===== src/rtl/i2c_pkg.sv =====
// Shared definitions for the I2C read-responder target: state encoding,
// bus acknowledge levels and the default target address.
package i2c_pkg;

  typedef enum logic [2:0] {
    IDLE      = 3'd0,
    ADDR      = 3'd1,
    ADDR_ACK  = 3'd2,
    TX_BYTE   = 3'd3,
    TX_ACK    = 3'd4,
    RX_BYTE   = 3'd5,
    RX_ACK    = 3'd6,
    WAIT_STOP = 3'd7
  } state_t;

  // SDA level seen by the transmitter during the 9th clock
  localparam logic ACK  = 1'b0;
  localparam logic NACK = 1'b1;

  localparam logic [6:0] DEFAULT_SLAVE_ADDR = 7'h50;

  // Bits are counted 7 down to 0 within each byte
  localparam logic [2:0] BIT_CNT_INIT = 3'd7;

endpackage


===== src/rtl/i2c_bus_sync.sv =====
// Bus front end: brings SCL/SDA into the clk domain through two flops,
// keeps one history flop and flags SCL edges plus START/STOP conditions.
module i2c_bus_sync (
  input  logic clk,
  input  logic rst_n,
  input  logic scl_i,
  input  logic sda_i,
  output logic scl_rise,
  output logic scl_fall,
  output logic start_det,
  output logic stop_det,
  output logic sda_s
);

  // [0] metastability flop, [1] synchronized level, [2] previous level
  logic [2:0] scl_pipe_reg;
  logic [2:0] sda_pipe_reg;
  logic       scl_s;
  logic       scl_h;
  logic       sda_h;

  // Shift both lines through the synchronizer; the idle bus is high
  always_ff @(posedge clk or negedge rst_n) begin
    if (!rst_n) begin
      scl_pipe_reg <= 3'b111;
      sda_pipe_reg <= 3'b111;
    end else begin
      scl_pipe_reg <= {scl_pipe_reg[1:0], scl_i};
      sda_pipe_reg <= {sda_pipe_reg[1:0], sda_i};
    end
  end

  assign scl_s = scl_pipe_reg[1];
  assign scl_h = scl_pipe_reg[2];
  assign sda_s = sda_pipe_reg[1];
  assign sda_h = sda_pipe_reg[2];

  assign scl_rise  =  scl_s & ~scl_h;
  assign scl_fall  = ~scl_s &  scl_h;
  // SDA may only move while SCL is high for START/STOP
  assign start_det =  scl_s & scl_h &  sda_h & ~sda_s;
  assign stop_det  =  scl_s & scl_h & ~sda_h &  sda_s;

endmodule


===== src/rtl/i2c_slave_read_responder.sv =====
// I2C target answering reads from a tx handshake and presenting written
// bytes on rx_data. Drives SDA/SCL only as open-drain pull-down enables.
// Optional clock stretching on empty tx data: I2C_SLAVE_CLK_STRETCH_EN.
module i2c_slave_read_responder
  import i2c_pkg::*;
#(
  parameter logic [6:0] SLAVE_ADDR   = DEFAULT_SLAVE_ADDR,
  parameter logic [7:0] DEFAULT_BYTE = 8'hFF
) (
  input  logic       clk,
  input  logic       rst_n,
  input  logic       scl_i,
  input  logic       sda_i,
  output logic       sda_oe,
  output logic       scl_oe,
  input  logic [7:0] tx_data,
  input  logic       tx_valid,
  output logic       tx_ready,
  output logic [7:0] rx_data,
  output logic       rx_valid,
  output logic       busy,
  output logic       rw,
  output logic       tx_underrun
);

  logic scl_rise, scl_fall, start_det, stop_det, sda_s;
  logic bus_event;

  state_t     state_reg, state_next;
  logic [2:0] bit_cnt_reg, bit_cnt_next;
  logic [2:0] next_bit_idx;
  logic [7:0] shift_reg, shift_next;
  logic [7:0] rx_data_reg, rx_data_next;
  logic       sda_oe_reg, sda_oe_next;
  logic       scl_oe_reg, scl_oe_next;
  logic       stall_reg, stall_next;
  logic       rw_reg, rw_next;
  logic       busy_reg, busy_next;
  logic       tx_ready_reg, tx_ready_next;
  logic       rx_valid_reg, rx_valid_next;
  logic       underrun_reg, underrun_next;
  logic       load_req;

  i2c_bus_sync u_bus_sync (
    .clk       (clk),
    .rst_n     (rst_n),
    .scl_i     (scl_i),
    .sda_i     (sda_i),
    .scl_rise  (scl_rise),
    .scl_fall  (scl_fall),
    .start_det (start_det),
    .stop_det  (stop_det),
    .sda_s     (sda_s)
  );

  assign bus_event    = start_det | stop_det;
  assign next_bit_idx = bit_cnt_reg - 3'd1;

  // START/STOP drop the bus drivers and busy in the very cycle they are seen
  assign sda_oe      = sda_oe_reg & ~bus_event;
  assign scl_oe      = scl_oe_reg & ~bus_event;  // never set unless stretching is built in
  assign busy        = busy_reg & ~bus_event;
  assign rw          = rw_reg;
  assign rx_data     = rx_data_reg;
  assign tx_ready    = tx_ready_reg;
  assign rx_valid    = rx_valid_reg;
  assign tx_underrun = underrun_reg;

  // State and datapath registers
  always_ff @(posedge clk or negedge rst_n) begin
    if (!rst_n) begin
      state_reg    <= IDLE;
      bit_cnt_reg  <= BIT_CNT_INIT;
      shift_reg    <= 8'h00;
      rx_data_reg  <= 8'h00;
      sda_oe_reg   <= 1'b0;
      scl_oe_reg   <= 1'b0;
      stall_reg    <= 1'b0;
      rw_reg       <= 1'b0;
      busy_reg     <= 1'b0;
      tx_ready_reg <= 1'b0;
      rx_valid_reg <= 1'b0;
      underrun_reg <= 1'b0;
    end else begin
      state_reg    <= state_next;
      bit_cnt_reg  <= bit_cnt_next;
      shift_reg    <= shift_next;
      rx_data_reg  <= rx_data_next;
      sda_oe_reg   <= sda_oe_next;
      scl_oe_reg   <= scl_oe_next;
      stall_reg    <= stall_next;
      rw_reg       <= rw_next;
      busy_reg     <= busy_next;
      tx_ready_reg <= tx_ready_next;
      rx_valid_reg <= rx_valid_next;
      underrun_reg <= underrun_next;
    end
  end

  // Next-state, bit sequencing and byte load
  always_comb begin
    state_next    = state_reg;
    bit_cnt_next  = bit_cnt_reg;
    shift_next    = shift_reg;
    rx_data_next  = rx_data_reg;
    sda_oe_next   = sda_oe_reg;
    scl_oe_next   = scl_oe_reg;
    stall_next    = stall_reg;
    rw_next       = rw_reg;
    busy_next     = busy_reg;
    tx_ready_next = 1'b0;
    rx_valid_next = 1'b0;
    underrun_next = 1'b0;
    load_req      = 1'b0;

    // SCL is let go one cycle after a stalled load has completed
    if (scl_oe_reg && !stall_reg) scl_oe_next = 1'b0;

    if (start_det) begin
      state_next   = ADDR;
      bit_cnt_next = BIT_CNT_INIT;
      sda_oe_next  = 1'b0;
      scl_oe_next  = 1'b0;
      stall_next   = 1'b0;
      busy_next    = 1'b0;
    end else if (stop_det) begin
      state_next   = IDLE;
      bit_cnt_next = BIT_CNT_INIT;
      sda_oe_next  = 1'b0;
      scl_oe_next  = 1'b0;
      stall_next   = 1'b0;
      busy_next    = 1'b0;
    end else begin
      case (state_reg)
        ADDR: begin
          if (scl_rise) begin
            shift_next   = {shift_reg[6:0], sda_s};
            bit_cnt_next = bit_cnt_reg - 3'd1;
            if (bit_cnt_reg == 3'd0) begin
              // shift_reg[6:0] already holds the 7 address bits; sda_s is R/W
              if (shift_reg[6:0] == SLAVE_ADDR) begin
                rw_next    = sda_s;
                busy_next  = 1'b1;
                state_next = ADDR_ACK;
              end else begin
                state_next = WAIT_STOP;
              end
            end
          end
        end
        ADDR_ACK: begin
          // First fall starts the ACK bit, second fall ends it
          if (stall_reg) begin
            load_req = 1'b1;
          end else if (scl_fall) begin
            if (!sda_oe_reg) begin
              sda_oe_next = ~ACK;
            end else if (rw_reg) begin
              load_req = 1'b1;
            end else begin
              sda_oe_next  = 1'b0;
              bit_cnt_next = BIT_CNT_INIT;
              state_next   = RX_BYTE;
            end
          end
        end
        TX_BYTE: begin
          if (scl_fall) begin
            bit_cnt_next = bit_cnt_reg - 3'd1;
            if (bit_cnt_reg == 3'd0) begin
              sda_oe_next = 1'b0;
              state_next  = TX_ACK;
            end else begin
              sda_oe_next = ~shift_reg[next_bit_idx];
            end
          end
        end
        TX_ACK: begin
          if (stall_reg) begin
            load_req = 1'b1;
          end else if (scl_rise && (sda_s == NACK)) begin
            state_next = WAIT_STOP;
          end else if (scl_fall) begin
            load_req = 1'b1;
          end
        end
        RX_BYTE: begin
          if (scl_rise) begin
            shift_next   = {shift_reg[6:0], sda_s};
            bit_cnt_next = bit_cnt_reg - 3'd1;
            if (bit_cnt_reg == 3'd0) state_next = RX_ACK;
          end
        end
        RX_ACK: begin
          // First fall publishes the byte and pulls ACK, second fall releases
          if (scl_fall) begin
            if (!sda_oe_reg) begin
              rx_data_next  = shift_reg;
              rx_valid_next = 1'b1;
              sda_oe_next   = ~ACK;
            end else begin
              sda_oe_next  = 1'b0;
              bit_cnt_next = BIT_CNT_INIT;
              state_next   = RX_BYTE;
            end
          end
        end
        default: ;
      endcase
    end

    if (load_req) begin
      if (tx_valid) begin
        shift_next    = tx_data;
        tx_ready_next = 1'b1;
        sda_oe_next   = ~tx_data[7];
        bit_cnt_next  = BIT_CNT_INIT;
        stall_next    = 1'b0;
        state_next    = TX_BYTE;
      end else begin
`ifdef I2C_SLAVE_CLK_STRETCH_EN
        // Hold SCL low and stay at the load point until data shows up
        stall_next  = 1'b1;
        scl_oe_next = 1'b1;
        sda_oe_next = 1'b0;
`else
        shift_next    = DEFAULT_BYTE;
        underrun_next = 1'b1;
        sda_oe_next   = ~DEFAULT_BYTE[7];
        bit_cnt_next  = BIT_CNT_INIT;
        state_next    = TX_BYTE;
`endif
      end
    end
  end

endmodule


===== config.mk =====
export PLATFORM = sky130hd
export DESIGN_NAME = i2c_slave_read_responder
export DESIGN_NICKNAME = d
export VERILOG_FILES = /design/src/rtl/i2c_pkg.sv /design/src/rtl/i2c_bus_sync.sv /design/src/rtl/i2c_slave_read_responder.sv
export SDC_FILE = /design/constraint.sdc
export NUM_CORES = 1
export LEC_CHECK = 0
export CELL_PAD_IN_SITES_DETAIL_PLACEMENT = 2
export CELL_PAD_IN_SITES_GLOBAL_PLACEMENT = 2
export CORE_MARGIN = 4
export CORE_UTILIZATION = 37
export CTS_CLUSTER_SIZE = 20
export DETAILED_ROUTE_END_ITERATION = 8
export PLACE_DENSITY_LB_ADDON = 0.3
export SETUP_SLACK_MARGIN = 0.4
export SLEW_MARGIN = 10
export SYNTH_ARGS = -nofsm -noshare
export SYNTH_HDL_FRONTEND = slang
export SYNTH_SLANG_ARGS = --single-unit
export TNS_END_PERCENT = 30

===== constraint.sdc =====
create_clock -name clk -period 4.5 [get_ports clk]
set_clock_uncertainty 0.1 [all_clocks]
set_input_delay 0.675 -clock clk [delete_from_list [all_inputs] [get_ports clk]]
set_output_delay 0.675 -clock clk [all_outputs]
set_load 0.02 [all_outputs]

==> flow_metrics.env, run 1 <==
export IMPL_place_congestion=0.851
export IMPL_first_iter_violations=72
export IMPL_dpl_hpwl_um=3770
export IMPL_status="finished clean"
export IMPL_drt_vias_per_instance=5.49
export IMPL_grt_pass1_vias=1672
export IMPL_hold_worst_slack_ps=266
export IMPL_synth_ff_type="dfrtp_1"
export IMPL_synth_edf_count=0
export IMPL_grt_start_max_net_pins=36
export IMPL_routedWlPerCell_um=19.4
export IMPL_place_port_buffers=26
export IMPL_worst_pin_slew_ps=647
export IMPL_place_ws_ps=1790
export IMPL_area_delta_synth_final_pct=21.7
export IMPL_yosys_area_top_type="dfrtp_1"
export IMPL_endpoint_kind="primary output"
export IMPL_drcViolationCount=0
export IMPL_die_h_um=78.1
export IMPL_crit_fanout=10
export IMPL_insertion_delay_ps=290
export IMPL_fin_cells=264
export IMPL_initial_core_util_pct=38.3
export IMPL_slew_viol_final=0
export IMPL_r2r_start="state_reg[2]"
export IMPL_yosys_top_cells_area="dfrtp_1 (36%), dfstp_2 (13%), mux2_2 (5.6%)"
export IMPL_wirelength_um=5120
export IMPL_dieArea_um2=6100
export IMPL_dieWidth_um=78.1
export IMPL_placed_cells=256
export IMPL_antenna_found_initial=0
export IMPL_p_leak_nw=0.952
export IMPL_required_ps=3720
export IMPL_ys_warn_count=0
export IMPL_synthesis_nets=184
export IMPL_fin_nets=211
export IMPL_hold_start="u_bus_sync.sda_pipe_reg[0]"
export IMPL_critPathTopFamily="simple AND/OR/NAND/NOR gates"
export IMPL_worstSetupPathType="flop to primary output"
export IMPL_grt_pass1_wl_um=8860
export IMPL_crit_buf_inv=1
export IMPL_clock_fmax_mhz=333
export IMPL_synth_seq_cells=35
export IMPL_seqCellArea_um2=887
export IMPL_r2r_end="shift_reg[6]"
export IMPL_clockBufferDepth=2
export IMPL_ys_types=49
export IMPL_cpMaxStageDelayCell="dfstp_2"
export IMPL_max_cap_violations=0
export IMPL_num_vias=1450
export IMPL_fin_crit_ps=3000
export IMPL_postCtsSetupRepairBufs=0
export IMPL_total_power_mw=1.33
export IMPL_setup_slack_ps=1500
export IMPL_ir_worst_vdd_mv=0.316
export IMPL_ant_nets=0
export IMPL_power_density_nw_per_um2=602
export IMPL_post_route_period_util_pct=66.7
export IMPL_critPathArrivalTime_ps=2230
export IMPL_hold_viol=0
export IMPL_cp_start_kind="flop"
export IMPL_regToRegSetupSlack_ps=2160
export IMPL_postSynthCellCount=169
export IMPL_numCtsBuffers=5
export IMPL_crit_chain="xor2_1, nand3_1, and2_1, clkdlybuf4s50_1"
export IMPL_avgSynthCellArea_um2=10.8
export IMPL_antenna_cells=0
export IMPL_cts_tree="done"
export IMPL_ys_seq_area_share_pct=48.8
export IMPL_setup_viol=0
export IMPL_cts_clk_slew_worst_paths_ps=70
export IMPL_fin_setup_tns_ps=0
export IMPL_syn_area_um2=1820
export IMPL_postCtsHoldBufs=0
export IMPL_stdcell_area_um2=2210
export IMPL_clkSinkCount=35
export IMPL_yosys_top_cells_count="dfrtp_1 (26), nor2_1 (13), a21oi_1 (10), mux2i_1 (10)"
export IMPL_relSlewSlack_pct=56.8
export IMPL_n_fill_cell=516
export IMPL_holdPathStages=0
export IMPL_max_stage_delay_ps=590
export IMPL_final_core_util_pct=46.6
export IMPL_hp_class="flop to flop"
export IMPL_rsz0062_at_grt="false"
export IMPL_multi_input_area_um2=865
export IMPL_h_tree_depth=2
export IMPL_min_to="u_bus_sync.sda_pipe_reg[1]"
export IMPL_yosysMostFrequentCell="dfrtp_1"
export IMPL_synth_async_reset_ratio_pct=100
export IMPL_cts_resized_gates=0
export IMPL_rows=25
export IMPL_overflow=0
export IMPL_firstDrtPassIters=4
export IMPL_r2r_cells=5
export IMPL_core_um2=4750
export IMPL_gr_usage_all_layers_pct=18.8
export IMPL_ios=28
export IMPL_yosysTopAreaCellShare_pct=35.8
export IMPL_drive_above_1_share_pct=16.8
export IMPL_dpl_cell_area_um2=2130
export IMPL_root_buffer="clkbuf_8"
==> logic make-up after synthesis <==
kind of cell	after synthesis	share of synthesized area, %
other	1	0.206
AOI/OAI and AO/OA	32	11.7
muxes	22	14.2
adders and majority gates	2	1.38
and+or+nand+nor	61	19.1
buffers and inverters	14	3.71
xor gates and xnor gates	2	0.963
DFF	35	48.8
==> how the worst max path moves through the flow <==
stage | from | to | slack [ps] | cells past startpoint
final | u_bus_sync.sda_pipe_reg[1] | busy | 1500 | 4
after global placement | u_bus_sync.sda_pipe_reg[1] | busy | 1870 | 4
after detailed placement | u_bus_sync.sda_pipe_reg[1] | busy | 1790 | 4
after CTS | u_bus_sync.sda_pipe_reg[1] | busy | 1460 | 4
after global routing | u_bus_sync.sda_pipe_reg[1] | busy | 1370 | 4
after floorplan | u_bus_sync.sda_pipe_reg[1] | busy | 2540 | 3
==> worst register-to-register path, delay by kind of cell (launching register included) <==
kind                      cells  cell delay [ps]
AOI/OAI and AO/OA             2              350
xor gates and xnor gates      1              260
DFF                           1              660
and+or+nand+nor               2              820
==> power by group <==
group,internal (mW),switching (mW)
Clock,0.108,0.116
Combinational,0.265,0.270
Sequential,0.425,0.150
Total,0.797,0.536
==> metal layers <==
layer | wire (um) | track usage, % | vias to the layer above
met5 | 0 | 0 | -
met4 | 70 | 5.77 | 0
met3 | 226 | 3.67 | 6
met2 | 2710 | 33.0 | 34
met1 | 2110 | 23.4 | 744
li1 | - | - | 666
==> layout by cell type, fill, tap and decap left out, types with 2 or more instances in the layout <==
master           count
a21oi_1             10
a311oi_1             2
and2_1               3
clkbuf_8             5
clkdlybuf4s50_1     26
dfrtp_1             26
dfstp_2              9
ha_1                 2
inv_1                6
mux2_2               9
mux2i_1             10
mux4_2               2
nand2_1              8
nand2b_1             4
nand3_1              6
nand4_1              4
nor2_1              13
nor2b_1              2
nor3_1               7
nor3b_1              2
nor4b_1              2
o211ai_1             2
o21ai_0              4
o21ai_1              3
o31ai_1              2
xor2_1               2
==> area by class of cell <==
type                            instances  area share [%]
Sequential cell                        35            40.1
Tap cell                               67            3.79
Clock inverter                          2           0.565
Clock buffer                            6            3.28
Timing Repair Buffer                   27            12.1
Multi-Input combinational cell        120            39.0
Inverter                                7            1.19
No activity file was read; power rests on OpenSTA's default activity.
==> inputs of run 2 (changes only) <==
CORE_UTILIZATION = 34   (was 37)
clock period = 3 ns   (was 4.5 ns; I/O delays follow)
==> flow_metrics.env, run 2 (synthesis results as in run 1) <==
export IMPL_status="finished clean"
export IMPL_hold_viol=0
export IMPL_cts_clk_slew_worst_paths_ps=60
export IMPL_drive_above_1_share_pct=17.3
export IMPL_initial_core_util_pct=35.4
export IMPL_crit_fanout=10
export IMPL_grt_start_max_net_pins=36
export IMPL_num_vias=1454
export IMPL_max_cap_violations=0
export IMPL_critPathArrivalTime_ps=1830
export IMPL_rsz0062_at_grt="false"
export IMPL_slew_viol_final=0
export IMPL_wirelength_um=5010
export IMPL_ios=28
export IMPL_hold_worst_slack_ps=257
export IMPL_dieArea_um2=6590
export IMPL_ir_worst_vdd_mv=0.406
export IMPL_numCtsBuffers=5
export IMPL_post_route_period_util_pct=79.4
export IMPL_setup_viol=0
export IMPL_h_tree_depth=2
export IMPL_grt_pass1_vias=1620
export IMPL_drt_vias_per_instance=5.45
export IMPL_overflow=0
export IMPL_stdcell_area_um2=2240
export IMPL_worstSetupPathType="flop to primary output"
export IMPL_endpoint_kind="primary output"
export IMPL_fin_nets=211
export IMPL_ant_nets=0
export IMPL_antenna_cells=0
export IMPL_cp_start_kind="flop"
export IMPL_area_delta_synth_final_pct=22.9
export IMPL_relSlewSlack_pct=58.2
export IMPL_place_port_buffers=26
export IMPL_fin_crit_ps=2380
export IMPL_antenna_found_initial=0
export IMPL_first_iter_violations=83
export IMPL_insertion_delay_ps=290
export IMPL_rows=26
export IMPL_p_leak_nw=0.977
export IMPL_firstDrtPassIters=4
export IMPL_place_congestion=0.845
export IMPL_fin_setup_tns_ps=0
export IMPL_postCtsSetupRepairBufs=0
export IMPL_required_ps=2450
export IMPL_drcViolationCount=0
export IMPL_core_um2=5140
export IMPL_grt_pass1_wl_um=8500
export IMPL_routedWlPerCell_um=18.8
export IMPL_final_common_cell="dfrtp_1"
export IMPL_dpl_hpwl_um=3580
export IMPL_place_ws_ps=394
export IMPL_clkSinkCount=35
export IMPL_die_h_um=81.2
export IMPL_dpl_cell_area_um2=2130
export IMPL_hp_class="flop to flop"
export IMPL_cts_tree="done"
export IMPL_placed_cells=259
export IMPL_worst_pin_slew_ps=627
export IMPL_clockBufferDepth=2
export IMPL_power_density_nw_per_um2=887
export IMPL_fin_cells=267
export IMPL_layout_common_cells="dfrtp_1 (26), clkdlybuf4s50_1 (24), nor2_1 (13), a21oi_1 (10), mux2i_1 (10)"
export IMPL_root_buffer="clkbuf_8"
export IMPL_gr_usage_all_layers_pct=17.3
export IMPL_dieWidth_um=81.2
export IMPL_clock_fmax_mhz=420
export IMPL_setup_slack_ps=619
==> run 2: cell count changes in the layout (fill, tap and decap cells not counted), sizes merged <==
cell / change
clkdlybuf4s50: -2
dlymetal6s2s: +1
clkbuf: +1
clkinvlp: -1
dlygate4sd2: +1
==> run 2: critical path: stages (launching register included) <==
cell	delay, ps
dfstp_2	620
xor2_2	210
nand3_4	180
and2_1	220
dlygate4sd2_1	320
==> run 2: per-stage QoR <==
step	total power [mW]	utilization, %
2_1_floorplan	1.35	-
3_3_place_gp	1.62	41.5
3_5_place_dp	1.66	41.5
4_1_cts	2.01	43.5
5_1_grt	2.14	43.5
6_report	1.98	43.5
==> run 2: layout make-up <==
class	instances	area, um2
fill	571	2900
sequential	35	887
clock inverter	1	5.00
tap	70	87.6
multi-input combinational	120	885
clock buffer	7	76.3
timing repair buffer	27	269
inverter	7	26.3
==> run 2: worst paths after layout <==
check                                            from                         end  slack [ps]  cells past startpoint
max                        u_bus_sync.sda_pipe_reg[1]                        busy         620                      4
min                        u_bus_sync.sda_pipe_reg[0]  u_bus_sync.sda_pipe_reg[1]         260                      0
max reg2reg                              state_reg[2]                shift_reg[6]         660                      5
min reg2reg                u_bus_sync.sda_pipe_reg[0]  u_bus_sync.sda_pipe_reg[1]         260                      0
max in group asynchronous                       rst_n              bit_cnt_reg[2]        1970                      2
min in group asynchronous                       rst_n                state_reg[0]         480                      2
==> run 2: repair_timing <==
action,CTS,global route
pin swaps,1,1
setup endpoints to repair,2,1
hold buffers,0,0
endpoints found under the hold margin,0,0
gates resized for setup,4,1
==> run 2: metal layers <==
layer / vias up / part of all wire (%) / global-route usage (%) / routed length [um]
met1: 741 / 43 / 21.1 / 2140
li1: 663 / - / - / -
met3: 10 / 4.0 / 3.44 / 202
met4: 0 / 2.2 / 6.93 / 112
met2: 40 / 51 / 30.0 / 2560
met5: - / 0 / 0 / 0
==> run 2: report_power, final <==
| part | switching (mW) | internal, mW |
|---|---|---|
| Combinational | 0.391 | 0.396 |
| Sequential | 0.231 | 0.637 |
| Clock | 0.166 | 0.163 |
